[config.mk]
export PLATFORM = sky130hd
export DESIGN_NAME = truth_table_sweeper
export DESIGN_NICKNAME = d
export VERILOG_FILES = /design/src/rtl/truth_table_sweeper.sv
export SDC_FILE = /design/constraint.sdc
export NUM_CORES = 1
export LEC_CHECK = 0
export CAP_MARGIN = 20
export CELL_PAD_IN_SITES_DETAIL_PLACEMENT = 0
export CELL_PAD_IN_SITES_GLOBAL_PLACEMENT = 1
export CORE_ASPECT_RATIO = 0.75
export CORE_MARGIN = 4
export CORE_UTILIZATION = 39
export DETAILED_ROUTE_END_ITERATION = 12
export PLACE_DENSITY = 0.84
export SLEW_MARGIN = 0
export SYNTH_ARGS = -nofsm -noshare
export SYNTH_HDL_FRONTEND = slang
export SYNTH_SLANG_ARGS = --single-unit
[constraint.sdc]
create_clock -name clk -period 2.26 [get_ports clk]
set_input_delay 0.565 -clock clk [delete_from_list [all_inputs] [get_ports clk]]
set_output_delay 0.565 -clock clk [all_outputs]
set_load 0.01 [all_outputs]
[src/rtl/truth_table_sweeper.sv]
// Purpose: exhaustive stimulus engine; drives every N_IN-bit pattern to a DUT and checks dut_y against EXPECT.
// Latency: busy/stim=0 one edge after start; each vector held HOLD clocks; results update on the edge that ends a vector.
// Backpressure: none; the sweep free-runs until done, abort or reset. start is ignored while busy.
//
// Ports:
//   clk, rst_n        single clock, asynchronous active-low reset
//   start             begin a sweep (accepted in IDLE or DONE), clears all results
//   loop              sampled at each sweep end; 1 = wrap to pattern 0 and continue
//   abort             leave DRIVE/DONE for IDLE; partial results are kept
//   dut_y             DUT response to stim, compared on the last hold cycle
//   stim              pattern under test, MSB = first DUT input
//   busy / done       state flags (DRIVE / DONE)
//   pass              done with zero mismatches
//   err_count         mismatches since start (saturating)
//   pass_count        completed sweeps since start (saturating)
//   first_err_valid   a mismatch has been recorded since start
//   first_err_idx     pattern index of the first mismatch
module truth_table_sweeper #(
    parameter int                   N_IN   = 4,
    parameter int                   HOLD   = 10,
    parameter logic [(1<<N_IN)-1:0] EXPECT = '0,
    parameter int                   CW     = 16
) (
    input  logic            clk,
    input  logic            rst_n,
    input  logic            start,
    input  logic            loop,
    input  logic            abort,
    input  logic            dut_y,
    output logic [N_IN-1:0] stim,
    output logic            busy,
    output logic            done,
    output logic            pass,
    output logic [CW-1:0]   err_count,
    output logic [CW-1:0]   pass_count,
    output logic            first_err_valid,
    output logic [N_IN-1:0] first_err_idx
);

    // Hold counter needs at least one bit even when HOLD=1 (it then stays at 0).
    localparam int              HCW       = (HOLD > 1) ? $clog2(HOLD) : 1;
    localparam logic [HCW-1:0]  HOLD_LAST = HCW'(HOLD - 1);
    localparam logic [N_IN-1:0] IDX_LAST  = '1;
    localparam logic [CW-1:0]   CNT_MAX   = '1;

    typedef enum logic [1:0] {
        S_IDLE  = 2'd0,
        S_DRIVE = 2'd1,
        S_DONE  = 2'd2
    } state_t;

    state_t            state_q;
    state_t            state_d;
    logic [N_IN-1:0]   idx_q;
    logic [HCW-1:0]    hold_q;
    logic [CW-1:0]     err_q;
    logic [CW-1:0]     pass_q;
    logic              fev_q;
    logic [N_IN-1:0]   fei_q;

    logic              clear;
    logic              sample;
    logic              sweep_end;
    logic              mismatch;

    // ------------------------------------------------------------------
    // State register
    // ------------------------------------------------------------------
    always_ff @(posedge clk or negedge rst_n) begin
        if (!rst_n) begin
            state_q <= S_IDLE;
        end else begin
            state_q <= state_d;
        end
    end

    // ------------------------------------------------------------------
    // Next state and control strobes. abort outranks both start and the
    // sample point, so an aborted cycle never records a compare.
    // ------------------------------------------------------------------
    always_comb begin
        state_d = state_q;
        clear   = 1'b0;
        sample  = 1'b0;
        case (state_q)
            S_IDLE, S_DONE: begin
                if (abort) begin
                    state_d = S_IDLE;
                end else if (start) begin
                    clear   = 1'b1;
                    state_d = S_DRIVE;
                end
            end
            S_DRIVE: begin
                if (abort) begin
                    state_d = S_IDLE;
                end else if (hold_q == HOLD_LAST) begin
                    sample = 1'b1;
                    if ((idx_q == IDX_LAST) && !loop) begin
                        state_d = S_DONE;
                    end
                end
            end
            default: begin
                state_d = S_IDLE;
            end
        endcase
    end

    assign sweep_end = sample && (idx_q == IDX_LAST);
    assign mismatch  = sample && (dut_y != EXPECT[idx_q]);

    // ------------------------------------------------------------------
    // Pattern index, hold timer and result accumulators
    // ------------------------------------------------------------------
    always_ff @(posedge clk or negedge rst_n) begin
        if (!rst_n) begin
            idx_q  <= '0;
            hold_q <= '0;
            err_q  <= '0;
            pass_q <= '0;
            fev_q  <= 1'b0;
            fei_q  <= '0;
        end else if (clear) begin
            idx_q  <= '0;
            hold_q <= '0;
            err_q  <= '0;
            pass_q <= '0;
            fev_q  <= 1'b0;
            fei_q  <= '0;
        end else if ((state_q == S_DRIVE) && !abort) begin
            if (sample) begin
                hold_q <= '0;
                // At the sweep end idx either wraps (loop) or parks on the
                // last pattern so stim keeps showing it in DONE.
                if (idx_q != IDX_LAST) begin
                    idx_q <= idx_q + 1'b1;
                end else if (loop) begin
                    idx_q <= '0;
                end
                if (mismatch) begin
                    if (err_q != CNT_MAX) begin
                        err_q <= err_q + 1'b1;
                    end
                    if (!fev_q) begin
                        fev_q <= 1'b1;
                        fei_q <= idx_q;
                    end
                end
                if (sweep_end && (pass_q != CNT_MAX)) begin
                    pass_q <= pass_q + 1'b1;
                end
            end else begin
                hold_q <= hold_q + 1'b1;
            end
        end
    end

    // ------------------------------------------------------------------
    // Outputs
    // ------------------------------------------------------------------
    assign stim            = idx_q;
    assign busy            = (state_q == S_DRIVE);
    assign done            = (state_q == S_DONE);
    assign pass            = done && (err_q == '0);
    assign err_count       = err_q;
    assign pass_count      = pass_q;
    assign first_err_valid = fev_q;
    assign first_err_idx   = fei_q;

endmodule

==> metrics.txt, run 1 <==
worst reg2reg endpoint pass_count[13]; CP startpoint start; Clock power frac 32.9%; largest net degree at the start of global routing 25; post-synthesis mux area share 1.905%; Avg Cell Area, Syn 9.155 µm²; distinct cell type count after synthesis 48; WL met3 594 µm; yosys warns 0; drt first pass iters 4; Final period util 97.49%; Area Growth Syn to Fin 40.38%; Die ar. 8128 µm²; CTS tree yes; drt drc 0; vias per cell 5.518; WL per Instance 16.01 µm; Fmax achieved 453.9 MHz; Fin Setup TNS 0 ns; number of diodes 0; layout net count 393; Comb power frac 9.5%; Critical Path RT 2.49 ns; share of async-settable or async-resettable flops after synthesis 100.0%; post-synthesis xor/xnor area fraction 3.000%; dominant synthesized flop cell dfrtp_1; Setup CP Type in -> reg; CTS sink count 47; WL final 7411 µm; R2R depth 7; vias in the first global route 2469; synth top area cells dfrtp_1 45%, nand2_1 4.9%, a21oi_1 4.6%; Detailed Route Iter0 Violations 124; Cell Area, Synth 2628 µm²; Routed Antenna Nets 0; Psw 0.3853 mW; top cell type by total area after synthesis dfrtp_1; Synth Area in Compound Gates 17.00%; Clock Pin Slew Worst Setup and Hold Paths 0.09 ns; Hold Path Class in -> async; Yosys reg bits 47; # fillers 559; sequential share of the synthesized area 44.76%; final setup vio count 0; cell internal pwr 1.136 mW; Worst Path Arrival 2.43 ns; Clock Latency Late Sink 0.29 ns; Post-Layout Inst Area 3689 µm²; largest family of logic cells by synthesized area simple AND/OR/NAND/NOR gates; core area 6412 µm²; max cap viols 0; Cell Area, Placed 3538 µm²; register-to-register setup slack 0.15 ns; peak supply drop 0.2072 mV; synthesized-area fraction occupied by and/or/nand/nor cells 27.29%; Die Wd 102.8 µm; routed wl met2 3127 µm; Final GP Congestion 0.9206; number of antenna violations at the first check in global routing 0; top cell type's share of synthesized area 44.76%; Critical R2R Launch pass_count[1]; Pwr Density 412.5 nW/µm²; Util after Layout 57.52%; Hold Worst Slack 0.2537 ns; Row Count 25; Port Buf Inserts 49; EDFF count, synth 0; global route overflow 0; post-DP HPWL 5558 µm; unrepaired setup endpoints after global routing false; adder-cell share of the synthesized area 2.857%; final hold vios 0; layout cells sized above 1 20.42%; # IOs 50; Initial Util 40.98%; status finished clean; Chip Height 79.09 µm; Slew Viols, Final 0; first-pass GRT wire length 12340 µm; Worst setup SP type input pin; CP endpoint err_count[7]; Sequential Power Share 57.6%; Leak 1.635 nW; Tmin final 2.203 ns; Vias 2555; Tot Pwr 1.522 mW; Num CTS Buffers 5; Post-Synthesis Cells 287; Sw Share 25.32%; skew final 0.002996 ns; uppermost layer routed met4; root buffer cell clkbuf_8; syn_nets 299; met1 wire length 3645 µm; worst slew pin tran 0.5804 ns; CTS max path bufs 2; crit end category flop; Total GRT Usage 19.17%; number of H-tree levels 2; relative slew slack 61.30%; Crit Path Max Fanout 5
[power by group through the flow]
stage / sequential [mW] / combinational, mW / clock, mW
2_1_floorplan: 0.892 / 0.0615 / 0
5_1_grt: 0.880 / 0.160 / 0.563
3_3_place_gp: 0.891 / 0.139 / 0
4_1_cts: 0.876 / 0.145 / 0.514
3_5_place_dp: 0.893 / 0.142 / 0
6_report: 0.876 / 0.144 / 0.501
[timing repair]
item                       in CTS  in global routing
setup endpoints to repair      12                 13
pin swaps                       1                  6
gates resized for setup        13                  9
setup buffers                   0                  0
cloned                          0                  0
hold buffers                    0                  0
[cells in the mapped netlist (2+ instances only)]
master	count
nor3_1	10
and2_1	2
inv_1	8
or4_1	2
nand3_1	17
or3b_1	2
and4_1	5
o211ai_1	2
a211oi_1	4
o21ai_1	2
nor2_1	26
a21oi_1	24
dfrtp_1	47
nand2b_1	3
mux2i_1	5
clkbuf_1	7
a21o_1	2
xnor2_1	8
nand3b_1	2
buf_6	2
o31ai_1	2
nand2_1	34
or3_1	7
nor2b_1	3
nor4_1	5
o21ai_0	15
and3_1	4
nand4_1	8
a211o_1	2
a31oi_1	4
ha_1	6
[worst max-delay path, cell delays in order]
cell and delay, ns:
clkdlybuf4s50_1 0.47, or3b_4 0.39, and4_4 0.19, a211o_1 0.35, or3_4 0.35, a21oi_2 0.13
[logic make-up (layout without fill, tap and decap cells)]
kind of cell / Yosys count / after routing
AO/OA/AOI/OAI: 67 / 67
XOR/XNOR: 9 / 9
adder cells (fa/ha/maj): 6 / 6
buffers and inverters: 18 / 113
flip-flops: 47 / 47
multiplexers: 5 / 5
AND/OR/NAND/NOR: 135 / 135
[through the flow]
| step | setup slack (ns) | cells |
|---|---|---|
| 5_1_grt | 0.006733 | 463 |
| 3_5_place_dp | -0.4187 | 455 |
| 2_1_floorplan | 0.08586 | 287 |
| 4_1_cts | -0.008438 | 463 |
| 6_report | 0.05663 | 463 |
| 3_3_place_gp | -0.3192 | 455 |
[layer usage]
| metal | GRT usage (%) | vias to the layer above |
|---|---|---|
| met4 | 4.010 | 0 |
| met1 | 28.97 | 1222 |
| met5 | 0 | - |
| met3 | 5.356 | 5 |
| li1 | - | 1235 |
| met2 | 27.26 | 93 |
[worst min path at each step]
| stage | startpoint | to | slack [ns] | cells past startpoint |
|---|---|---|---|---|
| 2_1_floorplan | rst_n | err_count[0] | 0.27 | 0 |
| 3_3_place_gp | hold_q[3] | hold_q[3] | 0.50 | 1 |
| 3_5_place_dp | hold_q[3] | hold_q[3] | 0.51 | 1 |
| 4_1_cts | rst_n | err_count[12] | 0.27 | 1 |
| 5_1_grt | rst_n | err_count[12] | 0.29 | 1 |
| 6_report | rst_n | err_count[12] | 0.25 | 1 |
[area by class of cell]
type                            instances  area [µm²]  share of cell area [%]
Multi-Input combinational cell        222        1440                   39.04
Sequential cell                        47        1176                   31.89
Timing Repair Buffer                   97       855.8                   23.20
Tap cell                               81       101.3                   2.748
Clock buffer                            6       72.57                   1.967
Inverter                                8       30.03                  0.8141
Clock inverter                          2       12.51                  0.3392
[cells in the final DEF (no fill, tap or decap), types with 4 or more instances in the layout]
master,Yosys,layout
a211oi_1,4,4
a21oi_1,24,23
a31oi_1,4,4
and3_1,4,4
and4_1,5,4
buf_4,0,47
clkbuf_8,0,5
clkdlybuf4s50_1,0,46
dfrtp_1,47,47
ha_1,6,5
inv_1,8,7
mux2i_1,5,5
nand2_1,34,34
nand3_1,17,16
nand4_1,8,8
nor2_1,26,26
nor3_1,10,9
nor4_1,5,4
o21ai_0,15,14
or3_1,7,5
xnor2_1,8,8
[sequential cells by signal (all words and copies together), names as in the netlist]
signal / count
state_q: 2
pass_count: 16
hold_q: 4
stim: 4
err_count: 16
first_err_valid: 1
first_err_idx: 4
Note: power is estimated with default switching activity, not from simulation.
==> run 2: changes to the inputs <==
PLACE_DENSITY = 0.79   (was 0.84)
==> run 2 against run 1 <==
Effect of this change:
- via count shrank 2.6%
- sequential power is essentially flat
- sequential share of layout area is 0.44 points higher
- fmax shrank 2.5%
- global-route usage is 0.52 points lower
- first-iteration DRC count is 25% lower
- critical path depth did not move
- wire length down 3.0%
- flip-flop and latch count is the same
- critical path type is now reg -> out
==> metrics.txt, run 2 (same netlist as run 1, synthesis figures left out) <==
# IOs 50; layout net count 390; worst slack at placement -0.3658 ns; worst slew pin tran 0.5691 ns; Setup CP Type reg -> out; Pwr Density 417.7 nW/µm²; number of diodes 0; most common cell after layout, fill and taps aside dfrtp_1; Worst setup SP type flop; Die Wd 102.8 µm; Fin Setup TNS 0 ns; global route overflow 0; WL final 7189 µm; post-DP HPWL 5358 µm; layout cells sized above 1 18.73%; final hold vios 0; cell internal pwr 1.131 mW; largest net degree at the start of global routing 27; Chip Height 79.09 µm; Post-CTS Setup Inserts 0; Sequential Power Share 57.6%; Initial Util 40.98%; core area 6412 µm²; number of antenna violations at the first check in global routing 0; Worst Path Arrival 1.69 ns; Comb power frac 9.0%; number of H-tree levels 2; most frequent cells in the layout 47 x dfrtp_1, 46 x clkdlybuf4s50_1, 44 x buf_4, 34 x nand2_1, 26 x nor2_1; Leak 1.597 nW; CTS max path bufs 2; crit end category output pin; Critical Path RT 1.69 ns; Slew Viols, Final 0; Fmax achieved 442.5 MHz; relative slew slack 62.06%; Psw 0.3884 mW; Sw Share 25.56%; skew final 0.007690 ns; unrepaired setup endpoints after global routing true; WL per Instance 15.63 µm; Port Buf Inserts 49; Final WS setup 0.0002499 ns; Area Growth Syn to Fin 38.48%; worst reg2reg endpoint err_count[7]; Clock Latency Late Sink 0.30 ns; vias per cell 5.409; peak supply drop 0.2714 mV; # fillers 599; final setup vio count 0; Cells after DPL 452; drt first pass iters 4; Final GP Congestion 0.8374; root buffer cell clkbuf_8; Detailed Route Iter0 Violations 93; Routed Antenna Nets 0; Clock Pin Slew Worst Setup and Hold Paths 0.09 ns; Critical R2R Launch err_count[0]; Final period util 99.99%; Clock power frac 33.4%; vias in the first global route 2341; status finished clean; Row Count 25; CTS sink count 47; R2R depth 7; Tmin final 2.260 ns; Total GRT Usage 18.65%; Num CTS Buffers 5; register-to-register setup slack 0.15 ns; Vias 2488; max cap viols 0; CTS tree yes; Hold Path Class in -> async; Die ar. 8128 µm²; Crit Path Max Fanout 2; first-pass GRT wire length 12010 µm; final cell count without fillers 460; drt drc 0
run 2: metrics by stage:
stage	hold slack [ns]	instance area, µm²	power, mW	util (%)
2_1_floorplan	0.2694	2628	0.9531	-
3_3_place_gp	0.4990	3516	1.026	54.83
3_5_place_dp	0.5063	3516	1.028	54.83
4_1_cts	0.2695	3622	1.543	56.49
5_1_grt	0.2804	3638	1.600	56.74
6_report	0.2462	3638	1.520	56.74
run 2: metal layers:
layer | GRT usage [%] | up-vias | wire, µm
met5 | 0 | - | 0
met4 | 4.269 | 0 | 63
met3 | 3.687 | 9 | 369
met2 | 26.61 | 61 | 3161
met1 | 28.86 | 1186 | 3594
li1 | - | 1232 | -
run 2: worst max-delay path by stage:
stage | slack, ns | from | to | depth (start not counted)
finish | 0.0002 | err_count[1] | pass | 6
global route | -0.14 | err_count[1] | pass | 6
CTS | -0.04 | err_count[1] | pass | 6
detailed placement | -0.37 | abort | pass_count[13] | 6
global placement | -0.34 | abort | pass_count[13] | 6
floorplan | 0.09 | abort | err_count[11] | 7
run 2: cell type report:
cell class	count	area (µm²)	area share, %
multi-input combinational	222	1413	38.82
sequential	47	1176	32.32
timing repair buffer	94	833.3	22.90
tap	81	101.3	2.785
clock buffer	6	72.57	1.994
inverter	8	30.03	0.8253
clock inverter	2	12.51	0.3439
run 2: what timing repair did:
action                                  CTS  global route
pin swaps                                 0             3
endpoints found under the setup margin   11            14
gates resized for setup                   8             7
hold buffers                              0             0
run 2: critical path, stage by stage (launching register included):
cell	delay (ns)
dfrtp_1	0.39
inv_1	0.08
ha_1	0.14
nor4b_2	0.21
nand4_1	0.14
nor4_2	0.27
buf_2	0.17
run 2: power groups by stage:
stage	Combinational, mW	Sequential (mW)	Clock [mW]
after floorplan	0.0615	0.892	0
after global placement	0.135	0.891	0
after detailed placement	0.137	0.891	0
after CTS	0.138	0.874	0.530
after global routing	0.152	0.878	0.570
final	0.137	0.875	0.508
==> run 3: changes to the inputs <==
RECOVER_POWER = 50   (was not set)
==> run 3 against run 2 <==
Effect of this change:
- critical path type is now in -> reg
- non-clock buffer count did not move
- utilization fell by 0.43 points
- clock power barely moved
- the flow now finishes with violations (negative setup slack)
- highest routed layer unchanged
==> metrics.txt, run 3 (same netlist as run 1, synthesis figures left out) <==
Final WS setup -0.002302 ns; number of antenna violations at the first check in global routing 0; relative slew slack 14.49%; layout net count 390; Worst Path Arrival 2.49 ns; Post-CTS Setup Inserts 0; CP startpoint start; status finished, violations left; CTS sink count 47; WL per Instance 15.65 µm; Crit Path Max Fanout 6; register area 1176 µm²; Setup CP Type in -> reg; Clock Latency Late Sink 0.30 ns; slowest CP cell dlygate4sd3_1; Initial Util 40.98%; skew final 0.008524 ns; Vias 2487; Cells after DPL 452; layout cells sized above 1 17.94%; CTS tree yes; peak supply drop 0.2708 mV; Critical R2R Launch err_count[0]; Detailed Route Iter0 Violations 82; largest net degree at the start of global routing 27; drt drc 0; Num CTS Buffers 5; Fmax achieved 442.0 MHz; first-pass GRT wire length 12010 µm; crit path buf inv count 1; Pwr Density 419.1 nW/µm²; vias per cell 5.407; Post-Layout Inst Area 3611 µm²; global route overflow 0; Cell Area, Placed 3516 µm²; CTS max path bufs 2; drt first pass iters 4; Die ar. 8128 µm²; CP Depth 6; failing checks negative setup slack; Largest stage delay, worst path 0.54 ns; unrepaired setup endpoints after global routing true; final setup vio count 2; crit end category flop; worst slew pin tran 1.283 ns; # fillers 605; Hold Path Class in -> async; CP Cell Sequence dlygate4sd3_1 > or3b_4 > and4_4 > a211o_1 > or3_4 > a21oi_2; root buffer cell clkbuf_8; Worst path top cell family by delay simple AND/OR/NAND/NOR gates; Slew Viols, Final 0; Final GP Congestion 0.8374; Area Growth Syn to Fin 37.43%; Total GRT Usage 18.65%; vias in the first global route 2341; post-DP HPWL 5358 µm; core area 6412 µm²; number of H-tree levels 2; Worst setup SP type input pin; Fin Setup TNS -0.003440 ns; most frequent cells in the layout 47 x dfrtp_1, 42 x buf_4, 35 x clkdlybuf4s50_1, 34 x nand2_1, 26 x nor2_1; Row Count 25; number of diodes 0; WL final 7200 µm; multi-input logic area 1408 µm²; final hold vios 0; Routed Antenna Nets 0; Clock Pin Slew Worst Setup and Hold Paths 0.09 ns; final cell count without fillers 460; # IOs 50; Port Buf Inserts 49; R2R depth 7; Tmin final 2.262 ns; Leak 1.619 nW; Final period util 100.1%; max cap viols 0; most common cell after layout, fill and taps aside dfrtp_1; Critical Path RT 2.49 ns; Chip Height 79.09 µm; Die Wd 102.8 µm
==> run 3: changes by cell type in the layout (fill, tap and decap cells not counted), moves of 2 or more <==
cell	before	now
clkbuf_1	1	3
clkdlybuf4s50_1	46	35
clkbuf_2	0	2
buf_4	44	42
dlygate4sd3_1	0	11
==> run 3: worst paths after layout <==
check	slack [ns]	to
max in group asynchronous	0.45	err_count[2]
setup / recovery	-0.002	err_count[7]
hold reg to reg	0.53	hold_q[3]
hold / removal	0.51	err_count[0]
min in group clk	0.53	hold_q[3]
setup reg to reg	0.15	err_count[7]
==> run 3: repair_timing <==
item                                    in CTS  in global routing
gates resized for setup                      8                  7
hold buffers                                 0                  0
pin swaps                                    0                  3
cloned                                       0                  0
endpoints found under the setup margin      11                 14
==> run 3: routing by layer <==
layer  share of wire [%]  global-route usage, %  vias up
met4                0.76                  4.269        0
li1                    -                      -     1233
met5                   0                      0        -
met1                  50                  28.86     1185
met3                 4.8                  3.687        7
met2                  44                  26.61       62
==> run 3: cell type report <==
cell class	count	area share, %
repair buffers	94	22.45
clock buffers	6	2.010
flip-flops and latches	47	32.57
well taps	81	2.807
clock inverters	2	0.3465
inverters	8	0.8316
multi-input cells	222	38.98
==> run 3: through the flow <==
| stage | total power, mW | worst slack (ns) | utilization [%] | hold WS (ns) |
|---|---|---|---|---|
| 6_report | 1.513 | -0.002302 | 56.31 | 0.5149 |
| 5_1_grt | 1.592 | -0.1440 | 56.31 | 0.5561 |
| 4_1_cts | 1.543 | -0.04103 | 56.49 | 0.2695 |
| 3_5_place_dp | 1.028 | -0.3658 | 54.83 | 0.5063 |
| 3_3_place_gp | 1.026 | -0.3405 | 54.83 | 0.4990 |
| 2_1_floorplan | 0.9531 | 0.08586 | - | 0.2694 |
==> run 3: where the power goes <==
group          total [mW]  switching (mW)  internal (mW)
Clock               0.510           0.293          0.217
Combinational       0.129          0.0775         0.0513
Sequential          0.875          0.0182          0.857
Total                1.51           0.389           1.12
